### src/rtl/bram_arbiter_pkg.sv
// bram_arbiter_pkg: shared widths, arbiter state encodings and default starvation limit
package bram_arbiter_pkg;
   localparam int RAM_ADDR_WIDTH = 12;
   localparam int DATA_WIDTH = 32;
   localparam int DEF_STARVE_LIMIT = 4;
   typedef enum logic [1:0] {
      ARB_RUN = 2'd0,
      ARB_DRAIN = 2'd1,
      ARB_LOAD = 2'd2
   } arb_state_t;
endpackage

### src/rtl/bram_arbiter_prio2.sv
// arb_prio2: two-requester priority picker; lo is promoted after LIMIT denied cycles
module arb_prio2
   import bram_arbiter_pkg::*;
#(
   parameter int LIMIT = DEF_STARVE_LIMIT
) (
   input  logic       clk,
   input  logic       rst,
   input  logic       en,
   input  logic       hi_req,
   input  logic       lo_req,
   output logic [1:0] gnt
);
   localparam int CW = $clog2(LIMIT + 1);
   logic [CW-1:0] cnt;
   logic          promote;
   always_comb begin
      promote = cnt == CW'(LIMIT);
      gnt[1] = en && hi_req && !(promote && lo_req);
      gnt[0] = en && lo_req && (promote || !hi_req);
   end
   always_ff @(posedge clk)
      if (rst) cnt <= '0;
      else cnt <= (!lo_req || gnt[0]) ? '0 : promote ? cnt : cnt + CW'(1);
endmodule

### src/rtl/bram_arbiter.sv
// bram_arbiter: serialises data, fetch and loader accesses onto one BRAM with registered read data
module bram_arbiter
   import bram_arbiter_pkg::*;
#(
   parameter int ADDR_W = RAM_ADDR_WIDTH,
   parameter int DATA_W = DATA_WIDTH,
   parameter int STARVE_LIMIT = DEF_STARVE_LIMIT
) (
   input  logic              clk,
   input  logic              rst,
   input  logic              d_req,
   input  logic              d_we,
   input  logic [ADDR_W-1:0] d_addr,
   input  logic [DATA_W-1:0] d_wdat,
   input  logic [3:0]        d_be,
   output logic              d_gnt,
   output logic              d_rvalid,
   output logic [DATA_W-1:0] d_rdat,
   input  logic              f_req,
   input  logic [ADDR_W-1:0] f_addr,
   output logic              f_gnt,
   output logic              f_rvalid,
   output logic [DATA_W-1:0] f_rdat,
   input  logic              l_lock,
   input  logic              l_req,
   input  logic [ADDR_W-1:0] l_addr,
   input  logic [DATA_W-1:0] l_wdat,
   output logic              l_gnt,
   output logic              lock_ack,
   output logic [ADDR_W-1:0] ram_w_addr,
   output logic [DATA_W-1:0] ram_w_dat,
   output logic              ram_w_enb,
   output logic [3:0]        ram_byte_enb,
   output logic [ADDR_W-1:0] ram_r_addr,
   output logic              ram_r_enb,
   input  logic [DATA_W-1:0] ram_r_dat
);
   arb_state_t state, state_nx;
   logic [1:0] gnt;
   logic       d_rd, d_wr;
   arb_prio2 #(.LIMIT(STARVE_LIMIT)) u_prio (
      .clk,
      .rst,
      .en(state == ARB_RUN),
      .hi_req(d_req),
      .lo_req(f_req),
      .gnt
   );
   always_comb begin
      state_nx = !l_lock ? ARB_RUN : state == ARB_RUN ? ARB_DRAIN : ARB_LOAD;
      d_gnt = gnt[1];
      f_gnt = gnt[0];
      d_rd = d_gnt && !d_we;
      d_wr = d_gnt && d_we;
      lock_ack = state == ARB_LOAD && l_lock;
      l_gnt = lock_ack && l_req;
      ram_w_enb = d_wr || l_gnt;
      ram_r_enb = d_rd || f_gnt;
      ram_w_addr = l_gnt ? l_addr : d_wr ? d_addr : '0;
      ram_w_dat = l_gnt ? l_wdat : d_wr ? d_wdat : '0;
      ram_byte_enb = l_gnt ? 4'b1111 : d_wr ? d_be : 4'b0000;
      ram_r_addr = f_gnt ? f_addr : d_rd ? d_addr : '0;
   end
   always_ff @(posedge clk)
      if (rst) begin
         state <= ARB_RUN;
         d_rvalid <= 1'b0;
         f_rvalid <= 1'b0;
         d_rdat <= '0;
         f_rdat <= '0;
      end else begin
         state <= state_nx;
         d_rvalid <= d_rd;
         f_rvalid <= f_gnt;
         if (d_rd) d_rdat <= ram_r_dat;
         if (f_gnt) f_rdat <= ram_r_dat;
      end
endmodule

### config.mk
export PLATFORM = sky130hd
export DESIGN_NAME = bram_arbiter
export DESIGN_NICKNAME = d
export VERILOG_FILES = /design/src/rtl/bram_arbiter_pkg.sv /design/src/rtl/bram_arbiter_prio2.sv /design/src/rtl/bram_arbiter.sv
export SDC_FILE = /design/constraint.sdc
export NUM_CORES = 1
export LEC_CHECK = 0
export BUFFER_PORTS_ARGS = -buffer_cell sky130_fd_sc_hd__buf_4
export CAP_MARGIN = 40
export CORE_MARGIN = 10
export CORE_UTILIZATION = 40
export CTS_CLUSTER_SIZE = 14
export DETAILED_ROUTE_END_ITERATION = 16
export PLACE_DENSITY = 0.8
export SLEW_MARGIN = 20
export SYNTH_ARGS = -nofsm -noshare
export SYNTH_HDL_FRONTEND = slang
export SYNTH_SLANG_ARGS = --single-unit
### constraint.sdc
create_clock -name clk -period 1.8 [get_ports clk]
set_input_delay 0.18 -clock clk [delete_from_list [all_inputs] [get_ports clk]]
set_output_delay 0.18 -clock clk [all_outputs]
set_load 0.01 [all_outputs]
# Yosys cells after proc, flatten, opt, wreduce, memory -nomap -nowiden
# Cells that the tools add are included.
# W data, S select, Z words.
[word_totals] n_memories=0 output_inout_bits=132 ramBits=0 reg_bits=71 inputBits=143 latch_bits=0 elab_cells=39 romBits=0
[classes] n_mul=0 magnitude_cmp=0 n_addsub=1 muxes=9 n_bitwise=1 n_reduce_logical=20 shift=0 n_div=0 n_eq_ne=2
[ops] operator="$mux W32" count=2
[ops] operator="$mux W12" count=4
[ops] operator="$logic_and A1 B1 Y1" count=9
[ops] operator="$mux W4" count=2
[ops] operator="$logic_not A1 Y1" count=4
[ops] operator="$logic_or A1 B1 Y1" count=4
[ops] operator="$reduce_or A2 Y1" count=2
[ops] operator="$add A3 B1 Y3 const B" count=1
[ops] operator="$eq A3 B3 Y1 const B" count=1
[ops] operator="$eq A2 B2 Y1 const B" count=1
[ops] operator="$logic_not A2 Y1" count=1
[ops] operator="$mux W2" count=1
[ops] operator="$not A1 Y1" count=1

# Depth between registers and ports, before layout
[depth] ltp_word=7 depth_mapped=8 depth_no_buf=6

# Cells and area by module
# Synthesis repeated with hierarchy kept, for this count alone.
[unflattened] hier_cells=474 hier_area_um2=3535.9
[by_module_without_submodules] mod="bram_arbiter" cells_per_inst=453 seq_area_each_um2=1361.3 instances=1 area_each_um2=3345.7
[by_module_without_submodules] mod="arb_prio2" cells_per_inst=21 seq_area_each_um2=60.1 instances=1 area_each_um2=190.2

# Worst setup path before layout
# Ideal clock, no wire load.
[synth_timing] path_kind="reg2out" start="reg u_prio.cnt[0]" end="out ram_r_addr[5]" arrival_ns=1.414 required_ns=1.620 path_stages_with_launch=8 path_buffers=1 path_slack_ns=0.206 cell_sequence="dfxtp_1 inv_1 ha_1 a21bo_2 nand3_2 inv_2 buf_2 a22o_1"
[synth_between] elab_chain_cells=7 elab_cells_between_ends=9 classes_between="eq/ne (1); mux (2); reduce/logical (6)"
[synth_rtl] element="start, declared" line_no="bram_arbiter_prio2.sv:15" text="logic [CW-1:0] cnt;"
[synth_rtl] element="start signal, assigned" line_no="bram_arbiter_prio2.sv:24" text="else cnt <= (!lo_req || gnt[0]) ? '0 : promote ? cnt : cnt + CW'(1);"
[synth_rtl] element="$eq A3 B3 Y1 *" line_no="bram_arbiter_prio2.sv:18" text="promote = cnt == CW'(LIMIT);"
[synth_rtl] element="$logic_and A1 B1 Y1" line_no="bram_arbiter_prio2.sv:19" text="gnt[1] = en && hi_req && !(promote && lo_req);"
[synth_rtl] element="$logic_not A1 Y1" line_no="bram_arbiter_prio2.sv:19"
[synth_rtl] element="$logic_and A1 B1 Y1" line_no="bram_arbiter_prio2.sv:19"
[synth_rtl] element="$logic_and A1 B1 Y1" line_no="bram_arbiter.sv:53" text="d_rd = d_gnt && !d_we;"
[synth_rtl] element="$mux W12" line_no="bram_arbiter.sv:62" text="ram_r_addr = f_gnt ? f_addr : d_rd ? d_addr : '0;"
[synth_rtl] element="$mux W12 *" line_no="bram_arbiter.sv:62"
[synth_rtl] element="end, declared" line_no="bram_arbiter.sv:34" text="output logic [ADDR_W-1:0] ram_r_addr,"
# Every way passes the cells marked *; elsewhere a longest branch is shown, timed or not.

# Worst setup path in the final report
[layout_timing] start="reg u_prio.cnt[0]" end="out ram_r_addr[0]"
# The elaborated chain is that of the path after synthesis.

==> out/metrics.cfg <==
[outcome]
status=finished, violations left
violations=negative setup slack

[yosys]
yosysWarningCount=0
synth_commonest_cells=nand2b_1 (97), dfxtp_1 (71), mux2i_1 (65), a22o_1 (56), clkbuf_1 (11)
ys_seq_area_frac=0.393
ys_ff_latch=71
synth_top_flop_cell=dfxtp_1
synth_top_area_frac=0.393
synth_edf_count=0
synth.avg_cell_area_um2=10.2
ys_types=29
yosysTopAreaCell=dfxtp_1
syn_inst=355
synth.most_common_cell=nand2b_1
syn_area_mm2=0.00362
synthTopCellsByArea=dfxtp_1 (39%), mux2i_1 (18%), nand2b_1 (17%), a22o_1 (14%), buf_6 (3.1%)
synthArstFlopShare=0
synth_nets=500

[die]
io_pins=275
start_util=0.413
fp.dieW_um=115
die_area_mm2=0.0133
die_height_um=115
rows=34
core_area_mm2=0.00876

[routing]
drt_first_pass_iters=5
drc_errors=0
routed-via-count=3829
drt_wl_total_mm=17.0
drt_iter0_drc=241
vias_per_cell=5.12
wl_per_cell_um=22.7
final_antenna_net_count=0

[finish]
seqCellArea_mm2=0.00143
drive_above_1_share=0.526
layout.nets=779
area_growth_syn_to_layout_pct=74.4
final_area_mm2=0.00631
fill_cells=677
multi_input_area_mm2=0.00205
post-route-util=0.720
instances_no_fill=748

[critical_path]
startpoint_type=flip-flop
r2r_end=f_rdat[24]$_SDFFE_PP0P_
path_max_fanout=7
cp.required_ns=1.62
criticalPathCategory=reg -> out
cp-end-kind=output pin
r2r_setup_slack_ns=0.05
rr_worst_depth=9
critPathArrivalTime_ns=1.78
regToRegStartpoint=u_prio.cnt[0]$_SDFFE_PP0P_

[placement]
pre_cts_ws_ns=0.0744
portBuffers=274
gp_congestion=0.934
placed_cell_area_mm2=0.00573
detailed_place_hpwl_mm=13.2
place_inst=716

[power]
power.total_mw=3.93
p_leak_nw=3.18
power_density_mw_per_mm2=623
vdd_drop_max_mv=0.478

[timing]
whs_ns=0.113
fin_worst_skew_ns=0.00789
hold_violations=0
rsz0062_at_grt=yes
slew_viol_final=0
setup_viol=63
tns_ns=-6.98
worst_pin_slew_ns=0.456
post-route-period-util=1.09
max_slew_margin=0.696
period_minus_slack_ns=1.96
fmax_ghz=0.511
finalWorstSetupSlack_ns=-0.156

[min_path]
holdPathEnd=state[1]$_SDFF_PP0_
whs_path_depth=3
min_from=l_lock
hp-class=in -> reg

[grt]
grt_max_degree=46
antenna_found_initial=1
grt_pass1_vias=3928
grt_usage=0.236
grt_pass1_wl_mm=24.1
overflow=0

[clock_network]
htreeDepth=3
cts_tree=yes
cts_buffers=9
clockRootBuffer=clkbuf_8
clockBufferDepth=2
clkTransAtPathRegs_ns=0.07
clock_latency_ns=0.34
cts_sinks=71

[job]
max_cap_viol_count=0

-- final cells by class --
| class | instances | share of cell area |
|---|---|---|
| Multi-Input combinational cell | 247 | 0.325 |
| Inverter | 4 | 0.00357 |
| Timing Repair inverter | 1 | 0.00139 |
| Clock buffer | 9 | 0.0196 |
| Sequential cell | 71 | 0.226 |
| Timing Repair Buffer | 300 | 0.395 |
| Antenna cell | 1 | 0.000396 |
| Clock inverter | 7 | 0.00753 |
| Tap cell | 108 | 0.0214 |
-- layout by cell type (no fill, tap or decap), drive strengths merged --
cell      netlist  routed
and3            1       1
diode           0       1
buf            22     298
and4b           1       1
clkbuf         11      11
ha              2       2
inv             4       7
nand3b          1       1
a22o           56      56
mux2i          65      65
and3b           1       1
o21ai           1       1
or2             1       1
a21o            4       4
dfxtp          71      71
nor3            1       1
nand3           2       2
and2            1       1
clkinv          0       3
nand2b         97      97
nand2           2       2
clkinvlp        0       2
nor4            3       3
a21bo           1       1
nor2            4       4
nand4b          1       1
xnor2           1       1
and4            1       1
-- registers in the layout, indices dropped and copies added, names as in the netlist --
| register | cells |
|---|---|
| d_rdat | 32 |
| f_rdat | 32 |
| u_prio.cnt | 3 |
| state | 2 |
| d_rvalid | 1 |
| f_rvalid | 1 |
-- power by group --
group	internal (mW)	total (mW)	switching, mW
logic	0.646	1.11	0.462
clock network	0.502	1.13	0.626
registers	1.65	1.70	0.0456
-- layer usage --
metal | global-route usage | up-vias | wire length (um)
met4 | 0.0982 | 0 | 428
met2 | 0.396 | 186 | 8350
met3 | 0.0870 | 24 | 1630
met1 | 0.262 | 1805 | 6550
met5 | 0 | - | 0
li1 | - | 1814 | -
-- how the worst max path moves through the flow --
stage | start | to | depth (start not counted)
global route | u_prio.cnt[0]$_SDFFE_PP0P_ | ram_r_addr[0] | 8
detailed placement | u_prio.cnt[0]$_SDFFE_PP0P_ | ram_w_addr[8] | 7
floorplan | u_prio.cnt[0]$_SDFFE_PP0P_ | ram_r_addr[5] | 7
finish | u_prio.cnt[0]$_SDFFE_PP0P_ | ram_r_addr[0] | 8
global placement | u_prio.cnt[0]$_SDFFE_PP0P_ | ram_w_addr[8] | 7
CTS | u_prio.cnt[0]$_SDFFE_PP0P_ | ram_r_addr[10] | 8
-- critical path: stages, from the launching register on --
cell and delay [ns]:
dfxtp_2 0.35, inv_2 0.05, ha_4 0.16, buf_6 0.11
a21bo_4 0.21, nand3_4 0.12, inv_8 0.06, a22o_1 0.25
buf_6 0.13
-- cell families (layout without fill, tap and decap cells) --
family / after synthesis / count (layout) / synth area share
AOI/OAI and AO/OA: 62 / 62 / 0.148
buffers and inverters: 37 / 321 / 0.0660
muxes: 65 / 65 / 0.180
other: 0 / 1 / 0
adders and majority gates: 2 / 2 / 0.00691
xor gates and xnor gates: 1 / 1 / 0.00242
and+or+nand+nor: 117 / 117 / 0.205
DFF: 71 / 71 / 0.393
-- what timing repair did --
item	in CTS	in global routing
pin swaps	16	5
gates cloned	2	2
hold buffers	0	0
buffers inserted	10	1
endpoints found under the setup margin	63	66
resized for setup	53	8
No activity file was read; power rests on OpenSTA's default activity.
